**src/rtl/sonar_scheduler.sv**
```systemverilog
// Round-robin trigger/echo sequencer for N ultrasonic sensors sharing one pulse-width measurement block.
// Optional feature macro SONAR_AVG_EN: normal results are averaged with the sensor's previous reading.
module sonar_scheduler #(
    parameter int N_SENSORS  = 2,
    parameter int TRIG_US    = 10,
    parameter int TIMEOUT_US = 30000,
    parameter int PERIOD_US  = 60000,
    parameter int SETTLE     = 4,
    localparam int IDW       = (N_SENSORS > 2) ? $clog2(N_SENSORS) : 1
) (
    input  logic                    clk,
    input  logic                    rst,
    input  logic                    enable,
    input  logic [N_SENSORS-1:0]    echo_in,
    input  logic [19:0]             meas_dist,
    output logic [N_SENSORS-1:0]    trig_out,
    output logic                    echo_mux,
    output logic [IDW-1:0]          cur_id,
    output logic                    dist_valid,
    output logic [IDW-1:0]          dist_id,
    output logic [19:0]             dist_cm,
    output logic                    dist_timeout,
    output logic [20*N_SENSORS-1:0] dist_bank,
    output logic                    busy
);
    localparam int TW = 20;
    localparam int SW = (SETTLE > 1) ? $clog2(SETTLE) : 1;
    localparam logic [N_SENSORS-1:0] ONE = N_SENSORS'(1);

    typedef enum logic [2:0] {
        S_IDLE, S_TRIG, S_WAIT_RISE, S_WAIT_FALL, S_SETTLE, S_GAP
    } state_t;

    state_t          state, state_n;
    logic [IDW-1:0]  idx, idx_n;
    logic [TW-1:0]   timer;
    logic [SW-1:0]   settle_cnt;
    logic            sync1, sync2, echo_dly;
    logic            rise, fall, timed_out, timer_clr;
    logic            wr_normal, wr_timeout;
    logic [19:0]     norm_value, wr_value;
    logic [19:0]     bank [N_SENSORS];

    assign rise      = sync2 & ~echo_dly;
    assign fall      = ~sync2 & echo_dly;
    // Decided one cycle early so the registered strobe lands when the timer reads TIMEOUT_US.
    assign timed_out = timer >= TW'(TIMEOUT_US - 1);
    assign wr_value  = wr_timeout ? 20'hFFFFF : norm_value;
    assign cur_id    = idx;
    assign busy      = (state != S_IDLE);
    assign echo_mux  = (state == S_WAIT_RISE || state == S_WAIT_FALL || state == S_SETTLE)
                       ? echo_in[idx] : 1'b0;

    for (genvar k = 0; k < N_SENSORS; k++) begin : g_bank
        assign dist_bank[k*20 +: 20] = bank[k];
    end

`ifdef SONAR_AVG_EN
    logic [N_SENSORS-1:0] hist;
    logic [19:0]          avg;
    assign avg        = 20'(({1'b0, bank[idx]} + {1'b0, meas_dist}) >> 1);
    assign norm_value = hist[idx] ? avg : meas_dist;

    always_ff @(posedge clk) begin
        if (rst)             hist      <= '0;
        else if (wr_normal)  hist[idx] <= 1'b1;
        else if (wr_timeout) hist[idx] <= 1'b0;
    end
`else
    assign norm_value = meas_dist;
`endif

    always_comb begin
        // NOTE: every output of this block gets a default first, so no path can infer a latch.
        state_n    = state;
        idx_n      = idx;
        timer_clr  = 1'b0;
        wr_normal  = 1'b0;
        wr_timeout = 1'b0;
        case (state)
            S_IDLE: if (enable) begin
                state_n   = S_TRIG;
                timer_clr = 1'b1;
            end
            S_TRIG: if (timer >= TW'(TRIG_US - 1)) state_n = S_WAIT_RISE;
            S_WAIT_RISE: begin
                if (timed_out) begin
                    wr_timeout = 1'b1;
                    state_n    = S_GAP;
                end else if (rise) begin
                    state_n = S_WAIT_FALL;
                end
            end
            S_WAIT_FALL: begin
                if (timed_out) begin
                    wr_timeout = 1'b1;
                    state_n    = S_GAP;
                end else if (fall) begin
                    state_n = S_SETTLE;
                end
            end
            S_SETTLE: if (settle_cnt == SW'(SETTLE - 1)) begin
                wr_normal = 1'b1;
                state_n   = S_GAP;
            end
            S_GAP: if (timer >= TW'(PERIOD_US - 1)) begin
                idx_n = (idx == IDW'(N_SENSORS - 1)) ? '0 : idx + 1'b1;
                if (enable) begin
                    state_n   = S_TRIG;
                    timer_clr = 1'b1;
                end else begin
                    state_n = S_IDLE;
                end
            end
            default: state_n = S_IDLE;
        endcase
    end

    // NOTE: sequential state uses non-blocking assignments only, so every flop sees pre-edge values.
    always_ff @(posedge clk) begin
        if (rst) begin
            state        <= S_IDLE;
            idx          <= '0;
            timer        <= '0;
            settle_cnt   <= '0;
            sync1        <= 1'b0;
            sync2        <= 1'b0;
            echo_dly     <= 1'b0;
            trig_out     <= '0;
            dist_valid   <= 1'b0;
            dist_id      <= '0;
            dist_cm      <= '0;
            dist_timeout <= 1'b0;
            // NOTE: the result bank is reset explicitly because it is visible at the ports.
            for (int k = 0; k < N_SENSORS; k++) bank[k] <= '0;
        end else begin
            state      <= state_n;
            idx        <= idx_n;
            settle_cnt <= (state == S_SETTLE) ? settle_cnt + 1'b1 : '0;
            if (timer_clr)       timer <= '0;
            else if (timer != '1) timer <= timer + 1'b1;

            // Switching sensors flushes the synchronizer so the new line shows no edge.
            if (idx_n != idx) begin
                sync1    <= 1'b0;
                sync2    <= 1'b0;
                echo_dly <= 1'b0;
            end else begin
                sync1    <= echo_in[idx];
                sync2    <= sync1;
                echo_dly <= sync2;
            end

            trig_out   <= (state_n == S_TRIG) ? (ONE << idx_n) : '0;
            dist_valid <= wr_normal | wr_timeout;
            if (wr_normal || wr_timeout) begin
                dist_id      <= idx;
                dist_cm      <= wr_value;
                dist_timeout <= wr_timeout;
                bank[idx]    <= wr_value;
            end
        end
    end
endmodule

```
**config.mk**
```make
export PLATFORM = sky130hd
export DESIGN_NAME = sonar_scheduler
export DESIGN_NICKNAME = d
export VERILOG_FILES = /design/src/rtl/sonar_scheduler.sv
export SDC_FILE = /design/constraint.sdc
export NUM_CORES = 1
export LEC_CHECK = 0
export ABC_AREA = 1
export CAP_MARGIN = 20
export CORE_AREA = 2 2 100 102
export DETAILED_ROUTE_END_ITERATION = 16
export DIE_AREA = 0 0 102 104
export PLACE_DENSITY = 0.72
export SYNTH_ARGS = -nofsm -noshare
export SYNTH_HDL_FRONTEND = slang
export SYNTH_SLANG_ARGS = --single-unit
```
**constraint.sdc**
```tcl
create_clock -name clk -period 2.2 [get_ports clk]
set_input_delay 0.66 -clock clk [delete_from_list [all_inputs] [get_ports clk]]
set_output_delay 0.66 -clock clk [all_outputs]
set_load 0.005 [all_outputs]
```
==> results of run 1 <==
==> kinds of logic after synthesis <==
| kind of cell | Yosys count | share of synthesized area, % |
|---|---|---|
| adder cells (fa/ha/maj) | 4 | 1.24 |
| buffers and inverters | 54 | 6.57 |
| flip-flops | 94 | 56.5 |
| AO/OA/AOI/OAI | 68 | 8.90 |
| multiplexers | 1 | 0.248 |
| XOR/XNOR | 8 | 1.74 |
| AND/OR/NAND/NOR | 228 | 24.8 |
==> timing repair <==
action	in CTS	in global routing
hold buffers	0	0
hold endpoints to repair	0	0
setup endpoints to repair	2	55
gates resized for setup	5	10
==> path summary, 6_finish.rpt <==
path                               endpoint  slack, ns
worst max register to register  bank[0][19]       0.15
worst max-delay path               echo_mux       0.11
worst min register to register        sync2       0.41
worst min-delay path                  sync2       0.41
==> layout make-up <==
cell class                 instances  area, um2  area share [%]
clock buffer                       9        124            2.29
clock inverter                     7       66.3            1.23
inverter                          36        138            2.54
multi-input combinational        309       1500            27.8
sequential                        94       2290            42.3
tap                              133        166            3.08
timing repair buffer             112       1120            20.8
==> critical path, stage by stage (launching register included) <==
cell,delay [ns]
dfxtp_1,0.35
inv_2,0.08
nor3_1,0.05
or2_2,0.31
o21bai_1,0.13
inv_1,0.04
buf_2,0.12
==> routing by layer <==
layer / vias up / track usage (%)
met3: 15 / 2.62
met4: 0 / 6.19
met1: 1609 / 24.9
met2: 150 / 33.5
li1: 1711 / -
met5: - / 0
==> sequential cells by signal, indices dropped and copies added, names as in the netlist <==
signal,count
sync1,1
bank,40
dist_timeout,1
state,3
settle_cnt,2
sync2,1
trig_out,2
dist_id,1
dist_valid,1
echo_dly,1
dist_cm,20
timer,20
cur_id,1
==> Yosys cell counts (all sizes together) <==
cell type	number	share of area, %
a211oi	1	0.19
a21oi	29	3.6
a31oi	9	1.4
and3	1	0.16
buf	15	2.8
clkbuf	3	0.34
dfxtp	54	27
edfxtp	40	30
ha	4	1.2
inv	36	3.4
mux2i	1	0.25
nand2	100	10
nand3	18	2.5
nand4	3	0.47
nor2	90	8.8
nor3	6	0.87
nor3b	1	0.31
nor4	6	0.93
o21ai	27	3.3
o21bai	1	0.19
o31ai	1	0.19
or2	2	0.31
or3	1	0.16
xnor2	3	0.65
xor2	5	1.1
==> metrics by stage <==
stage                     total power (uW)  utilization (%)
after floorplan                       1970                -
after global routing                  3290             56.7
final                                 3190             56.7
after global placement                2120             54.5
after detailed placement              2120             54.5
after CTS                             3200             56.5
==> power by group <==
group / leakage, uW / internal, uW / total [uW] / switching, uW
registers: 0.000851 / 1850 / 1860 / 14.9
clock network: 0.0000949 / 437 / 1100 / 667
logic: 0.00119 / 121 / 220 / 98.7
==> metrics.md, run 1 <==
| Metric | Value |
|---|---|
| Status | finished, final reports clean |
| CP required | 1.54 ns |
| # H-tree levels | 3 |
| GR Util All Layers | 19.4% |
| Met3 WL | 739 um |
| Met2 wire length | 4820 um |
| Sink Count | 94 |
| Routed vias/inst | 4.98 |
| Clock Tree Root | clkbuf_8 |
| # fillers | 882 |
| Post-Syn Area | 0.00404 mm2 |
| Max-slew violations | 0 |
| Fraction of layout cells with a size suffix above 1 | 12.2% |
| Port bufs | 92 |
| Post-CTS setup repair buffer count | 0 |
| Yosys reg bits | 94 |
| Largest net degree at the start of global routing | 22 |
| Routed WL | 9910 um |
| Pre-CTS setup slack | -0.361 ns |
| Mapped Cells | 457 |
| CP arrival | 1.43 ns |
| Yosys cell types | 37 |
| Commonest non-fill, non-tap cell in the layout | nand2_1 |
| Die X | 102 um |
| Final hold vios | 0 |
| CP Class | reg2out |
| Die area | 0.0106 mm2 |
| First-pass GRT wire length | 16500 um |
| R2R depth | 14 |
| Crit end category | output pin |
| Synthesis warning total | 0 |
| Top Metal Used | met4 |
| DR WL/cell | 14.2 um |
| Routed met1 length | 4180 um |
| Synth-to-Final Area Change | 34.0% |
| Path category of the worst min-delay check | reg2reg |
| Clk buf depth | 2 |
| CTS tree | done |
| 1st-iter DRT viols | 161 |
| Period utilization | 95.2% |
| Std-Cell Rows | 36 |
| Worst Tran Pin Value | 0.383 ns |
| Max-cap violations | 0 |
| Ant. Diodes | 0 |
| Worst hold margin | 0.414 ns |
| Post-placement cell area | 0.00520 mm2 |
| Reg clk slew, reported paths | 0.10 ns |
| DRC viols | 0 |
| Clock latency on the worst-skew pair | 0.36 ns |
| Placed insts | 684 |
| CP Launch Type | register |
| Commonest non-fill, non-tap cells in the layout | nand2_1 (90), clkdlybuf4s50_1 (89), nor2_1 (85) |
| Final Net Count | 591 |
| Vias | 3485 |
| Syn_area_per_cell | 8.83 um2 |
| WHS Path Cells | 2 |
| Reg2reg start | timer[0] |
| Worst slew margin | 74.3% |
| # setup viols final | 0 |
| Maximum VDD drop | 293 uV |
| Post-route minimum period | 2.09 ns |
| Final ANT Viol Nets | 0 |
| Core area | 0.00955 mm2 |
| Lkg Pwr | 0.00214 uW |
| Initial antenna violation count | 0 |
| Layout Cells excl Fill | 700 |
| Mapped Nets | 486 |
| Fin Setup TNS | 0 ns |
| HP Start | sync1 |
| Design area | 0.00541 mm2 |
| Top Ports | 93 |
| Worst Setup SP | state[1] |
| GRT overflow | 0 |
| DRT Pass-1 Iters | 4 |
| Worst Clk Skew | 0.0157 ns |
| Setup ws final | 0.105 ns |
| Power per cell area | 589 mW/mm2 |
| Initial core utilization | 42.3% |
| Unrepaired setup endpoints after global routing | no |
| TritonCTS buffer count | 9 |
| GP Congestion | 0.824 |
| Max frequency | 0.477 GHz |
| DP HPWL | 7240 um |
| Die H | 104 um |
| Worst-path maximum fanout | 3 |
| Sequential-to-total area share from yosys stat | 56.5% |
| Number of global-route vias before repair | 3497 |
(Power assumes the default switching activity.)
==> run 2, diff against run 1 <==
--- a/config.mk
+++ b/config.mk
@@ -10,7 +10,7 @@
 export CORE_AREA = 2 2 100 102
 export DETAILED_ROUTE_END_ITERATION = 16
 export DIE_AREA = 0 0 102 104
-export PLACE_DENSITY = 0.72
+export PLACE_DENSITY = 0.79
 export SYNTH_ARGS = -nofsm -noshare
 export SYNTH_HDL_FRONTEND = slang
 export SYNTH_SLANG_ARGS = --single-unit
==> run 2 against run 1 <==
- clock-buffer cell count unchanged
- critical path depth unchanged
- critical path type unchanged
- via count up 0.32%
- routed wire length down 2.0%
- largest cell class unchanged
- final cell count down 0.57%
==> metrics.md, run 2 (synthesis results as in run 1) <==
| Metric | Value |
|---|---|
| Worst Tran Pin Value | 0.445 ns (was 0.383 ns) |
| Die X | 102 um (unchanged) |
| Routed WL | 9710 um (was 9910 um) |
| CTS tree | done (unchanged) |
| Hold-fix buffers, CTS | 0 (unchanged) |
| Layout Cells excl Fill | 696 (was 700) |
| DRC viols | 0 (unchanged) |
| Number of global-route vias before repair | 3275 (was 3497) |
| DR WL/cell | 14.0 um (was 14.2 um) |
| Cell Int Power | 2410 uW (was 2400 uW) |
| Status | finished, final reports clean (unchanged) |
| Core area | 0.00955 mm2 (unchanged) |
| Commonest non-fill, non-tap cell in the layout | nand2_1 (unchanged) |
| Ant. Diodes | 0 (unchanged) |
| Max-slew violations | 0 (unchanged) |
| Final Net Count | 587 (was 591) |
| 1st-iter DRT viols | 180 (was 161) |
| # H-tree levels | 3 (unchanged) |
| Unrepaired setup endpoints after global routing | yes (was no) |
| CP required | 1.54 ns (about the same) |
| Commonest non-fill, non-tap cells in the layout | nand2_1 (90), clkdlybuf4s50_1 (89), nor2_1 (85) (unchanged) |
| Max reg flops | 40 (unchanged) |
| Maximum VDD drop | 292 uV (was 293 uV) |
| GRT overflow | 0 (unchanged) |
| Largest net degree at the start of global routing | 22 (unchanged) |
| Placed insts | 679 (was 684) |
| Reg clk slew, reported paths | 0.09 ns (was 0.10 ns) |
| Clock Tree Root | clkbuf_8 (unchanged) |
| Std-Cell Rows | 36 (unchanged) |
| Clk buf depth | 2 (unchanged) |
| Crit end category | output pin (unchanged) |
| Max frequency | 0.466 GHz (was 0.477 GHz) |
| DRT Pass-1 Iters | 6 (was 4) |
| Period utilization | 97.5% (was 95.2%) |
| Top Ports | 93 (unchanged) |
| Worst-path maximum fanout | 5 (was 3) |
| Clock latency on the worst-skew pair | 0.37 ns (was 0.36 ns) |
| Fin Setup TNS | 0 ns (unchanged) |
| TritonCTS buffer count | 9 (unchanged) |
| Largest regs | bank x40, dist_cm x20, timer x20 (unchanged) |
| CP arrival | 1.49 ns (was 1.43 ns) |
| Worst Clk Skew | 0.0115 ns (was 0.0157 ns) |
| CP Launch Type | register (unchanged) |
| Initial core utilization | 42.3% (unchanged) |
| GR Util All Layers | 18.4% (was 19.4%) |
| Sw Share | 24.2% (was 24.5%) |
| Net Switching | 767 uW (was 781 uW) |
| WHS Path Cells | 2 (unchanged) |
| Combinational Power Share | 7.0% (was 6.9%) |
| DP HPWL | 7110 um (was 7240 um) |
| Max-cap violations | 0 (unchanged) |
| Path category of the worst min-delay check | reg2reg (unchanged) |
| Most flop-heavy register | bank (unchanged) |
| Lkg Pwr | 0.00210 uW (was 0.00214 uW) |
| Synth-to-Final Area Change | 33.4% (was 34.0%) |
| R2R depth | 11 (was 14) |
| Fraction of layout cells with a size suffix above 1 | 11.7% (was 12.2%) |
| Vias | 3496 (was 3485) |
| Final ANT Viol Nets | 0 (unchanged) |
| Post-route minimum period | 2.15 ns (was 2.09 ns) |
| Port bufs | 92 (unchanged) |
| Power per cell area | 590 mW/mm2 (was 589 mW/mm2) |
| Die H | 104 um (unchanged) |
| Routed vias/inst | 5.02 (was 4.98) |
| Initial antenna violation count | 0 (unchanged) |
| Sink Count | 94 (unchanged) |
| GP Congestion | 0.928 (was 0.824) |
| Worst slew margin | 70.1% (was 74.3%) |
| CP Class | reg2out (unchanged) |
| Worst R2R Setup Slack | 0.17 ns (was 0.15 ns) |
| First-pass GRT wire length | 15400 um (was 16500 um) |
| Clock power share | 34.3% (was 34.7%) |
| # setup viols final | 0 (unchanged) |
| Sequential share of power | 58.7% (was 58.4%) |
| Die area | 0.0106 mm2 (unchanged) |
| Final hold vios | 0 (unchanged) |
==> run 2: changes by cell type in the layout (fill, tap and decap cells not counted), sizes merged <==
| cell | before | now |
|---|---|---|
| clkinv | 3 | 2 |
| buf | 21 | 17 |
| inv | 39 | 40 |
| dlymetal6s2s | 2 | 0 |
| dlygate4sd2 | 0 | 2 |
==> run 2: layout make-up <==
cell class	count	area (um2)
clock inverters	7	63.8
repair buffers	108	1090
flip-flops and latches	94	2290
multi-input cells	309	1520
inverters	36	138
well taps	133	166
fillers	820	4170
clock buffers	9	124
==> run 2: final timing paths <==
path / start / end
worst min register to register: sync1 / sync2
worst min-delay path: sync1 / sync2
worst max-delay path: state[0] / echo_mux
worst max register to register: state[0] / bank[1][19]
==> run 2: critical path, stage by stage, from the launching register on <==
cell	delay (ns)
dfxtp_2	0.37
inv_2	0.09
nor3_2	0.06
or2_2	0.30
o21bai_1	0.14
inv_1	0.05
buf_2	0.12
==> run 2: metal layers <==
layer | vias up | GRT usage (%) | part of all wire (%)
li1 | 1712 | - | -
met1 | 1596 | 23.2 | 41
met2 | 170 | 30.9 | 47
met3 | 18 | 4.23 | 9.7
met4 | 0 | 6.48 | 2.1
met5 | - | 0 | 0
==> run 2: power groups by stage <==
stage | Combinational [uW] | Clock [uW] | Sequential [uW]
detailed placement | 221 | 0 | 1900
floorplan | 69.4 | 0 | 1900
global placement | 217 | 0 | 1900
CTS | 223 | 1120 | 1860
finish | 222 | 1090 | 1860
global route | 239 | 1190 | 1870
==> run 2: timing repair <==
item / in CTS / in global routing
buffers inserted: 1 / 0
pin swaps: 0 / 0
gates resized for setup: 10 / 6
endpoints found under the setup margin: 2 / 52
gates cloned: 0 / 0
==> run 2: stage by stage <==
step | power, uW | instance area, um2 | utilization, % | hold slack (ns) | worst slack (ns)
global placement | 2120 | 5160 | 54.1 | 0.405 | -0.351
detailed placement | 2120 | 5160 | 54.1 | 0.408 | -0.373
global route | 3300 | 5380 | 56.4 | 0.452 | -0.0264
CTS | 3200 | 5360 | 56.1 | 0.426 | 0.0339
finish | 3170 | 5380 | 56.4 | 0.425 | 0.0539
floorplan | 1970 | 4040 | - | 0.394 | 0.0461
==> run 3, diff against run 2 <==
==> config.mk (replaced) <==
export PLATFORM = sky130hd
export DESIGN_NAME = sonar_scheduler
export DESIGN_NICKNAME = d
export VERILOG_FILES = /design/src/rtl/sonar_scheduler.sv
export SDC_FILE = /design/constraint.sdc
export NUM_CORES = 1
export LEC_CHECK = 0
export CAP_MARGIN = 20
export CORE_AREA = 2 2 98 100
export DETAILED_ROUTE_END_ITERATION = 16
export DIE_AREA = 0 0 100 102
export PLACE_DENSITY = 0.8
export SYNTH_ARGS = -nofsm -noshare
export SYNTH_HDL_FRONTEND = slang
export SYNTH_SLANG_ARGS = --single-unit
==> run 3 against run 2 <==
- final cell count fell by 9.8%
- highest routed layer unchanged
- design area is 5.4% higher
- clock skew up 0.0086 ns
==> metrics.md, run 3 <==
| Metric | Value |
|---|---|
| Status | finished, final reports clean (unchanged) |
| Clock Tree Root | clkbuf_8 (unchanged) |
| Pre-CTS setup slack | -0.308 ns (was -0.373 ns) |
| Die area | 0.0102 mm2 (was 0.0106 mm2) |
| # setup viols final | 0 (unchanged) |
| Synthesis warning total | 0 (unchanged) |
| Reg clk slew, reported paths | 0.09 ns (about the same) |
| Clk buf depth | 2 (unchanged) |
| Largest net degree at the start of global routing | 22 (unchanged) |
| Cell Int Power | 2640 uW (was 2410 uW) |
| Setup crit end | bank[0][11] (was echo_mux) |
| Fraction of layout cells with a size suffix above 1 | 20.9% (was 11.7%) |
| Met2 wire length | 5230 um (was 4600 um) |
| Top Metal Used | met4 (unchanged) |
| CP Class | reg2reg (was reg2out) |
| DRT Pass-1 Iters | 4 (was 6) |
| Final Net Count | 541 (was 587) |
| Max-slew violations | 0 (unchanged) |
| Largest area contributor in the synthesized netlist | edfxtp_1 (unchanged) |
| HP Start | settle_cnt[0] (was sync1) |
| Worst hold margin | 0.433 ns (was 0.425 ns) |
| GRT overflow | 0 (unchanged) |
| TritonCTS buffer count | 9 (unchanged) |
| Yosys top cell area share | 31.0% (was 29.8%) |
| DRC viols | 0 (unchanged) |
| Synth area leaders | edfxtp_1 (31%), dfxtp_1 (28%), nor2_1 (7.0%), a21oi_1 (6.9%), xor2_1 (3.2%) (was edfxtp_1 (30%), dfxtp_1 (27%), nand2_1 (8.6%), nor2_1 (7.9%), a21oi_1 (3.6%)) |
| Port bufs | 92 (unchanged) |
| Commonest non-fill, non-tap cell in the layout | clkdlybuf4s50_1 (was nand2_1) |
| Worst Tran Pin Value | 0.430 ns (was 0.445 ns) |
| Worst-path maximum fanout | 8 (was 5) |
| Reg2reg start | timer[4] (was state[0]) |
| Path category of the worst min-delay check | reg2reg (unchanged) |
| Die X | 100 um (was 102 um) |
| Max-cap violations | 0 (unchanged) |
| Ys async rst share | 0% (unchanged) |
| Routed vias/inst | 5.35 (was 5.02) |
| Yosys reg bits | 94 (unchanged) |
| Max reg flops | 40 (unchanged) |
| Max frequency | 0.463 GHz (was 0.466 GHz) |
| GR Util All Layers | 19.4% (was 18.4%) |
| Crit end category | register (was output pin) |
| Total Power | 3380 uW (was 3170 uW) |
| Most flop-heavy register | bank (unchanged) |
| Initial antenna violation count | 0 (unchanged) |
| 1st-iter DRT viols | 134 (was 180) |
| Post-synth top cells | nor2_1 (72), dfxtp_1 (54), a21oi_1 (53), edfxtp_1 (40), nand2_1 (32) (was nand2_1 (92), nor2_1 (85), dfxtp_1 (54), edfxtp_1 (40), inv_1 (32)) |
| Setup ws final | 0.0417 ns (was 0.0539 ns) |
| Mapped Cells | 387 (was 457) |
| Combinational Power Share | 7.6% (was 7.0%) |
| Final ANT Viol Nets | 0 (unchanged) |
| Worst Clk Skew | 0.0200 ns (was 0.0115 ns) |
| Routed met1 length | 4120 um (was 3960 um) |
| GP Congestion | 0.825 (was 0.928) |
| Sequential share of power | 55.0% (was 58.7%) |
| Clock power share | 37.4% (was 34.3%) |
| Final hold vios | 0 (unchanged) |
| Sw Share | 21.9% (was 24.2%) |
| Post-Syn Area | 0.00387 mm2 (was 0.00404 mm2) |
| # H-tree levels | 3 (unchanged) |
| Sink Count | 94 (unchanged) |
| Largest regs | bank x40, dist_cm x20, timer x20 (unchanged) |
| Maximum VDD drop | 379 uV (was 292 uV) |
| Std-Cell Rows | 35 (was 36) |
| Top_reg_cell synth | dfxtp_1 (unchanged) |
| CP arrival | 2.24 ns (was 1.49 ns) |
| Critical Path, Cell by Cell | or4_4, nor4_4, o21ai_2, a21oi_4, nor2_4, o21bai_4, bufbuf_16 (was inv_2, nor3_2, or2_2, o21bai_1, inv_1, buf_2) |
| Unrepaired setup endpoints after global routing | yes (unchanged) |
| Die H | 102 um (was 104 um) |
| CP Launch Type | register (unchanged) |
| First-pass GRT wire length | 15400 um (about the same) |
| Placed insts | 605 (was 679) |
| Met3 WL | 733 um (was 938 um) |
| Mapped Nets | 416 (was 486) |
| R2R depth | 7 (was 11) |
| Routed WL | 10200 um (was 9710 um) |
| Worst Setup SP | timer[4] (was state[0]) |
| Period utilization | 98.1% (was 97.5%) |
| Ant. Diodes | 0 (unchanged) |
| Number of flops mapped to enable cells by yosys | 40 (unchanged) |
| Top Ports | 93 (unchanged) |
| Yosys cell types | 53 (was 37) |
| Vias | 3361 (was 3496) |
| Syn_area_per_cell | 10.0 um2 (was 8.83 um2) |
| Fin Setup TNS | 0 ns (unchanged) |
| Synth-to-Final Area Change | 46.6% (was 33.4%) |
| CP required | 2.28 ns (was 1.54 ns) |
| Lkg Pwr | 0.00202 uW (was 0.00210 uW) |
| DR WL/cell | 16.3 um (was 14.0 um) |
| Hold-fix buffers, CTS | 0 (unchanged) |
| Number of global-route vias before repair | 3155 (was 3275) |
| Core area | 0.00911 mm2 (was 0.00955 mm2) |
| Initial core utilization | 42.5% (was 42.3%) |
| Post-route minimum period | 2.16 ns (was 2.15 ns) |
| Max incr delay on CP | 0.56 ns (was 0.37 ns) |
| Commonest non-fill, non-tap cells in the layout | clkdlybuf4s50_1 (90), nor2_1 (70), dfxtp_1 (50) (was nand2_1 (90), clkdlybuf4s50_1 (89), nor2_1 (85)) |
| Sequential-to-total area share from yosys stat | 59.0% (was 56.5%) |
| Crit-path slowest cell | or4_4 (was dfxtp_2) |
| Net Switching | 740 uW (was 767 uW) |
| Worst slew margin | 71.3% (was 70.1%) |
| Reg2Reg Capture Point | bank[0][11] (was bank[1][19]) |
| Worst R2R Setup Slack | 0.04 ns (was 0.17 ns) |
| Layout Cells excl Fill | 628 (was 696) |
| Power per cell area | 596 mW/mm2 (was 590 mW/mm2) |
| CTS tree | done (unchanged) |
| Clock latency on the worst-skew pair | 0.37 ns (about the same) |
| Most instantiated library cell after synthesis | nor2_1 (was nand2_1) |
| DP HPWL | 7140 um (was 7110 um) |
run 3: changes by cell type after synthesis, moves of 5 or more:
cell / before / now
nor2_1: 85 / 72
a21oi_1: 29 / 53
xor2_1: 5 / 14
nand3_1: 16 / 11
nand2b_1: 0 / 5
inv_1: 32 / 5
nand2_1: 92 / 32
a31oi_1: 9 / 3
nand4_1: 3 / 9
buf_2: 7 / 2
o21ai_0: 25 / 4
clkbuf_1: 1 / 19
run 3: layer usage:
| metal | up-vias | track usage, % |
|---|---|---|
| met4 | 0 | 6.64 |
| met3 | 11 | 3.63 |
| met2 | 142 | 34.6 |
| li1 | 1612 | - |
| met1 | 1596 | 23.8 |
| met5 | - | 0 |
run 3: area by class of cell:
type,instances,area [um2]
clock buffer,10,128
inverter,5,18.8
sequential,94,2290
tap,111,139
timing repair buffer,135,1320
fill,668,3440
multi-input combinational,267,1690
clock inverter,6,92.6
run 3: cell families after synthesis:
| logic type | Yosys count | share of synthesized area [%] |
|---|---|---|
| muxes | 1 | 0.259 |
| xor gates and xnor gates | 16 | 3.62 |
| DFF | 94 | 59.0 |
| adders and majority gates | 4 | 1.29 |
| AOI/OAI and AO/OA | 77 | 12.0 |
| buffers and inverters | 27 | 2.88 |
| and+or+nand+nor | 168 | 21.0 |
run 3: worst min path at each step:
stage | end | slack (ns) | cells after the start
2_1_floorplan | sync2 | 0.41 | 1
3_3_place_gp | settle_cnt[0] | 0.42 | 1
3_5_place_dp | settle_cnt[0] | 0.42 | 1
4_1_cts | settle_cnt[0] | 0.44 | 1
5_1_grt | settle_cnt[0] | 0.47 | 1
6_report | settle_cnt[0] | 0.43 | 1
run 3: power by group through the flow:
stage                     combinational [uW]  clock, uW  sequential [uW]
final                                    256       1270             1860
after global routing                     273       1350             1860
after CTS                                244       1290             1860
after detailed placement                 229          0             1900
after global placement                   223          0             1900
after floorplan                         77.1          0             1900
run 3: timing repair:
action,in CTS,in global routing
gates resized for setup,12,40
buffers inserted,5,1
cloned,1,1
setup endpoints to repair,41,109
pin swaps,5,6
run 3: stage by stage:
stage | cell area [um2] | utilization [%]
6_report | 5670 | 62.3
5_1_grt | 5670 | 62.3
4_1_cts | 5500 | 60.4
3_5_place_dp | 5180 | 56.8
3_3_place_gp | 5180 | 56.8
2_1_floorplan | 3900 | -
run 3: worst max-delay path: cells and delay by family (launching register included):
family                 cells  cell delay [ns]
DFF                        1             0.33
AOI/OAI and AO/OA          3             0.45
and+or+nand+nor            3             0.79
buffers and inverters      1             0.30
